## src/rtl/bit_serializer.sv

```systemverilog
// ---------------------------------------------------------------------------
// bit_serializer
//
// Parallel-to-serial stage feeding a sequence detector. Accepts WIDTH-bit
// words over a valid/ready handshake and emits them one bit per clock on w,
// qualified by w_valid. Back-to-back words stream with no bubble because a
// new word can be taken on the same edge that retires the last bit.
//
// Optional feature (compile-time macro SER_PARITY_EN):
//   defined   -> one even-parity bit (^din) follows the WIDTH data bits
//   undefined -> exactly WIDTH bits per word, no parity logic
//
// Parameters:
//   WIDTH      bits per accepted word (>= 2)
//   MSB_FIRST  1: din[WIDTH-1] first, 0: din[0] first
//
// Ports:
//   clk        in   rising-edge clock
//   rst        in   asynchronous active-high reset
//   din        in   parallel word to serialize
//   din_valid  in   din holds a valid word
//   din_ready  out  word can be accepted this cycle (combinational)
//   w          out  serial bit (registered)
//   w_valid    out  w carries a payload/parity bit (registered)
//   done       out  final bit of a word is on w (registered, 1-cycle pulse)
// ---------------------------------------------------------------------------
module bit_serializer #(
  parameter int WIDTH     = 8,
  parameter bit MSB_FIRST = 1'b1
) (
  input  logic             clk,
  input  logic             rst,
  input  logic [WIDTH-1:0] din,
  input  logic             din_valid,
  output logic             din_ready,
  output logic             w,
  output logic             w_valid,
  output logic             done
);

`ifdef SER_PARITY_EN
  localparam int NBITS = WIDTH + 1;
`else
  localparam int NBITS = WIDTH;
`endif
  localparam int CW = $clog2(NBITS + 1);
  localparam logic [CW-1:0] CNT_LAST = CW'(NBITS);

  typedef enum logic {IDLE, SHIFT} state_t;

  state_t           state_q, state_d;
  logic [WIDTH-1:0] sr_q, sr_d;
  logic [CW-1:0]    cnt_q, cnt_d;
  logic             w_q, w_d;
  logic             w_valid_q, w_valid_d;
  logic             done_q, done_d;
  logic             last_bit;
  logic             accept;

  // First bit of a freshly accepted word.
  function automatic logic first_bit(input logic [WIDTH-1:0] d);
    return MSB_FIRST ? d[WIDTH-1] : d[0];
  endfunction

  // Bit number 'pos' in transmit order. sr is held constant for the whole
  // word, so the count selects the bit instead of shifting the register.
  function automatic logic bit_at(input logic [WIDTH-1:0] d,
                                  input logic [CW-1:0]    pos);
    logic [WIDTH-1:0] shl;
    logic [WIDTH-1:0] shr;
    shl = d << pos;
    shr = d >> pos;
    return MSB_FIRST ? shl[WIDTH-1] : shr[0];
  endfunction

  // cnt counts bits already presented on w; at NBITS the last bit is out.
  assign last_bit  = (cnt_q == CNT_LAST);
  assign din_ready = (state_q == IDLE) || ((state_q == SHIFT) && last_bit);
  assign accept    = din_valid && din_ready;

  always_comb begin
    state_d   = state_q;
    sr_d      = sr_q;
    cnt_d     = cnt_q;
    w_d       = 1'b0;
    w_valid_d = 1'b0;
    done_d    = 1'b0;

    if (accept) begin
      // Same load path from IDLE and from the last-bit cycle: zero bubble.
      state_d   = SHIFT;
      sr_d      = din;
      cnt_d     = CW'(1);
      w_d       = first_bit(din);
      w_valid_d = 1'b1;
      done_d    = (NBITS == 1) ? 1'b1 : 1'b0;
    end else if ((state_q == SHIFT) && !last_bit) begin
      cnt_d     = cnt_q + 1'b1;
      w_valid_d = 1'b1;
      done_d    = ((cnt_q + 1'b1) == CNT_LAST);
      w_d       = bit_at(sr_q, cnt_q);
`ifdef SER_PARITY_EN
      if (cnt_q == CW'(WIDTH)) begin
        w_d = ^sr_q;
      end
`endif
    end else begin
      state_d = IDLE;
      cnt_d   = '0;
    end
  end

  always_ff @(posedge clk or posedge rst) begin
    if (rst) begin
      state_q   <= IDLE;
      sr_q      <= '0;
      cnt_q     <= '0;
      w_q       <= 1'b0;
      w_valid_q <= 1'b0;
      done_q    <= 1'b0;
    end else begin
      state_q   <= state_d;
      sr_q      <= sr_d;
      cnt_q     <= cnt_d;
      w_q       <= w_d;
      w_valid_q <= w_valid_d;
      done_q    <= done_d;
    end
  end

  assign w       = w_q;
  assign w_valid = w_valid_q;
  assign done    = done_q;

endmodule

```

## config.mk

```make
export PLATFORM = sky130hd
export DESIGN_NAME = bit_serializer
export DESIGN_NICKNAME = d
export VERILOG_FILES = /design/src/rtl/bit_serializer.sv
export SDC_FILE = /design/constraint.sdc
export NUM_CORES = 1
export LEC_CHECK = 0
export BUFFER_PORTS_ARGS = -buffer_cell sky130_fd_sc_hd__buf_4
export CAP_MARGIN = 0
export CORE_MARGIN = 5
export CORE_UTILIZATION = 46
export DETAILED_ROUTE_END_ITERATION = 6
export GPL_TIMING_DRIVEN = 0
export HOLD_SLACK_MARGIN = 0.1
export PLACE_DENSITY = 0.73
export SLEW_MARGIN = 30
export SYNTH_ARGS = -nofsm -noshare
export SYNTH_HDL_FRONTEND = slang
export SYNTH_SLANG_ARGS = --single-unit
```

## constraint.sdc

```tcl
create_clock -name clk -period 1.85 [get_ports clk]
set_clock_uncertainty 0.1 [all_clocks]
set_input_delay 0.4625 -clock clk [delete_from_list [all_inputs] [get_ports clk]]
set_output_delay 0.4625 -clock clk [all_outputs]
set_load 0.005 [all_outputs]
```

== After elaboration in Yosys (flattened, before gate mapping) ==
Index checks and enable logic that the tools add are counted.
Operators by class
  add/sub/neg operators: 1
  multiply operators: 0
  divide/modulo/power cells: 0
  order comparisons: 0
  equal/unequal tests: 3
  shifts and indexed selects: 1
  multiplexer cells: 10
  bitwise operators: 1
  reduce and logical (&&, ||, !) cells: 5
Operators by type and width (number)
  $eq A4 B4 Y1 const B: 2
  $mux W1: 8
  $mux W4: 2
  $shl A8 B4 Y8: 1
  $add A4 B1 Y4 const B: 1
  $logic_and A1 B1 Y1: 3
  $ne A2 B2 Y1 const B: 1
  $logic_not A1 Y1: 1
  $logic_or A1 B1 Y1: 1
  $not A1 Y1: 1
Word-level totals
  register bits after elaboration: 16
  bits in latches: 0
  memory bits (writable): 0
  ROM bits: 0
  input bits: 11
  output and inout bits: 4
  word-level logic and storage cells: 27
  memories: 0

== Depth between registers and ports, before layout ==
  depth in word-level cells: 5
  mapped depth: 6

== Worst setup path before layout ==
Ideal clock, no wire load.
  kind: register -> register
  start: register cnt_q[0]
  end: register sr_q[0]
  setup time: 125 ps
  data arrival time: 1511 ps
  required time: 1625 ps
  path slack: 114 ps
  cell stages (with the launch flop): 7
  period minus slack after synthesis: 1736 ps
  cell sequence: dfrtp_1 buf_6 inv_1 ha_1 nand3b_1 a21boi_4 mux2_2
On the way
  word-level cells in the longest chain between the ends: 4
RTL lines
  start: declaration: RTL line 53  | logic [CW-1:0] cnt_q, cnt_d;
  start signal: assignment: RTL line 124  | cnt_q <= cnt_d;
  $eq A4 B4 Y1: RTL line 77  | assign last_bit = (cnt_q == CNT_LAST);
  $logic_and A1 B1 Y1: RTL line 78  | assign din_ready = (state_q == IDLE) || ((state_q == SHIFT) && last_bit);
  $logic_or A1 B1 Y1: RTL line 78
  $logic_and A1 B1 Y1: RTL line 79  | assign accept = din_valid && din_ready;
  end signal: assignment: RTL line 123  | sr_q <= sr_d;
  end: declaration: RTL line 52  | logic [WIDTH-1:0] sr_q, sr_d;
No other way between the ends.
A chain may end at the register's enable or synchronous reset.

== Worst setup path in the final report ==
  start: register cnt_q[1]
  end: output din_ready
On the way
  word-level cells in the longest chain between the ends: 3
RTL lines
  $eq A4 B4 Y1: RTL line 77
  $logic_and A1 B1 Y1: RTL line 78
  $logic_or A1 B1 Y1: RTL line 78
  end: declaration: RTL line 35  | output logic din_ready,
No other way between the ends.

==> flow_summary.ini <==
[synth]
synth_fa_ha_area_share_pct = 4.992
synth_warnings = 0
synthDistinctLibCells = 24
netlist_area_um2 = 752.0
synth.avg_cell_area_um2 = 13.43
synth-compound-area-share_pct = 9.151
syn_inst = 56
async_flop_share_pct = 100.0
synthSimpleGateAreaFrac_pct = 9.651
synth-edff-count = 0
muxShareOfSynthArea_pct = 18.30
synth_top_family_by_area = multiplexers
synth_seq_cells = 16
synthXorXnorAreaFrac_pct = 1.165
syn-num-nets = 70
synthFlopType = dfrtp_1
yosysSeqAreaShare_pct = 53.24

[global_route]
grt_pass1_vias = 479
grt_max_degree = 17
overflow = 0
antenna_found_initial = 0
grt_pass1_wl_um = 2111
grtUsageTotal_pct = 10.67

[final_layout]
drive_gt1_share_pct = 54.32
multi_input_area_um2 = 340.3
fillCellCount = 110
regArea_um2 = 401.6
final_util_pct = 65.44
final_nets = 96
area_growth_syn_to_layout_pct = 32.61
diodes = 0

[clock_network]
numCtsBuffers = 3
cts_sinks = 16
cts_tree = built
clock-root-buffer = clkbuf_4
clk_latency_ns = 0.28
htree_num_levels = 1
clk_pin_slew_ns = 0.09
cts.path.max_buffers = 2

[die]
std_cell_rows = 14
initial_core_util_pct = 49.34
die_x_um = 50.43
dieHeight_um = 50.43
fp.coreArea_um2 = 1524
io_pins = 15
dieArea_um2 = 2543

[worst_setup_path]
start_kind = flip-flop
endpoint_kind = primary output
required_ns = 1.29
worstSetupPathType = flip-flop to primary output
cp.arrival_ns = 1.25
cp_max_fo = 4

[sta]
slew_viol_final = 0
fin_crit_sh_pct = 97.90
max-slew-margin-rel_pct = 60.90
fmax_ghz = 0.5522
setup_viol = 0
hold_ws_ns = 0.1418
tightest_slew_ns = 0.5859
rsz0062_at_grt = true
timing.final.crit_period_ns = 1.811
hold_viol = 0

[drt]
wl_per_cell_um = 13.21
vias = 503
wl_um = 1281
drc_errors = 0
drt_iter0_markers = 19
drt.antenna.violating_nets = 0
drtPass1Iterations = 4
via_per_inst = 5.186

[placement]
hpwl_um = 887.8
io_buffers = 14
place_congestion = 0.7306

[status]
outcome = finished, final reports clean

[worst_hold_path]
min_path_type = input pin to asynchronous set/reset pin

[pwr]
power_leakage_nw = 0.4669
power.density_nw_per_um2 = 1532
vdd_ir_drop_max_v = 0.0008783

[flow_run]
drv_cap = 0
## worst paths after layout
| path | start | to | slack [ns] | cells after the start |
|---|---|---|---|---|
| worst max register to register | cnt_q[1]$_DFF_PP0_ | sr_q[6]$_DFFE_PP0P_ | 0.08 | 7 |
| worst max-delay path | cnt_q[1]$_DFF_PP0_ | din_ready | 0.04 | 5 |
| worst min-delay path | rst | cnt_q[3]$_DFF_PP0_ | 0.14 | 2 |
| min in group clk | din_valid | state_q$_DFFE_PP0P_ | 0.28 | 2 |
| worst min register to register | sr_q[0]$_DFFE_PP0P_ | sr_q[0]$_DFFE_PP0P_ | 0.41 | 1 |
| max in group asynchronous | rst | cnt_q[1]$_DFF_PP0_ | 1.09 | 2 |
## sequential cells by signal, indices dropped and copies added (netlist names)
register and count:
sr_q 8, cnt_q 4, done 1, state_q 1
w 1, w_valid 1
## worst max-delay path, stage by stage (launching register included)
cell      delay (ns)
dfrtp_2         0.44
inv_2           0.09
ha_4            0.13
nand3b_1        0.11
nand2_2         0.11
buf_6           0.09
## routing by layer
layer  global-route usage, %  share of wire (%)
met5                       0                  0
met4                   4.681               0.70
met3                   2.367                5.1
met2                   15.48                 44
met1                   15.23                 50
## stage by stage
| step | setup TNS (ns) | area [µm²] | power (mW) | worst slack, ns | std cells |
|---|---|---|---|---|---|
| 2_1_floorplan | 0 | 752.0 | 1.029 | 0.1141 | 56 |
| 3_3_place_gp | -0.04794 | 877.1 | 1.147 | -0.007411 | 86 |
| 3_5_place_dp | -0.1029 | 877.1 | 1.174 | -0.02932 | 86 |
| 4_1_cts | -0.03270 | 967.2 | 1.465 | -0.03270 | 95 |
| 5_1_grt | -0.01812 | 997.2 | 1.641 | -0.01812 | 97 |
| 6_report | 0 | 997.2 | 1.528 | 0.03891 | 97 |
## synthesized netlist by cell type, types with 2 or more instances
cell type / count / area [µm²]
dfrtp_1: 16 / 400.4
nand2b_1: 3 / 18.77
inv_1: 4 / 15.01
nand2_1: 2 / 7.510
ha_1: 3 / 37.54
nor2_1: 2 / 7.510
a211oi_1: 2 / 15.01
mux2_2: 8 / 90.09
## what timing repair did
item / CTS / global route
setup endpoints to repair: 9 / 9
setup buffers: 5 / 3
hold buffers: 0 / 0
pin swaps: 2 / 2
resized for setup: 2 / 6
## cell families (layout without fill, tap and decap cells)
| logic type | count (synthesis) | after routing |
|---|---|---|
| buffers and inverters | 5 | 30 |
| adders and majority gates | 3 | 3 |
| and+or+nand+nor | 12 | 12 |
| xor gates and xnor gates | 1 | 1 |
| DFF | 16 | 16 |
| muxes | 11 | 11 |
| AOI/OAI and AO/OA | 8 | 8 |
## power breakdown
group          switching (mW)  internal [mW]
sequential              0.111          0.507
clock                   0.104          0.120
combinational           0.253          0.433
## cell usage in the layout, fill, tap and decap left out, types with 2 or more instances in the layout
cell type	Yosys	routed
nand2b_1	3	3
dfrtp_1	16	15
clkbuf_4	0	3
nor2_1	2	2
mux2_2	8	8
inv_1	4	2
buf_4	0	20
a211oi_1	2	2
ha_1	3	2
## layout make-up
type,instances,share of cell area [%]
multi-input cells,35,34.13
clock buffers,4,3.639
flip-flops and latches,16,40.28
inverters,4,1.757
repair buffers,22,18.19
well taps,16,2.008
Note: power is estimated with default switching activity, not from simulation.
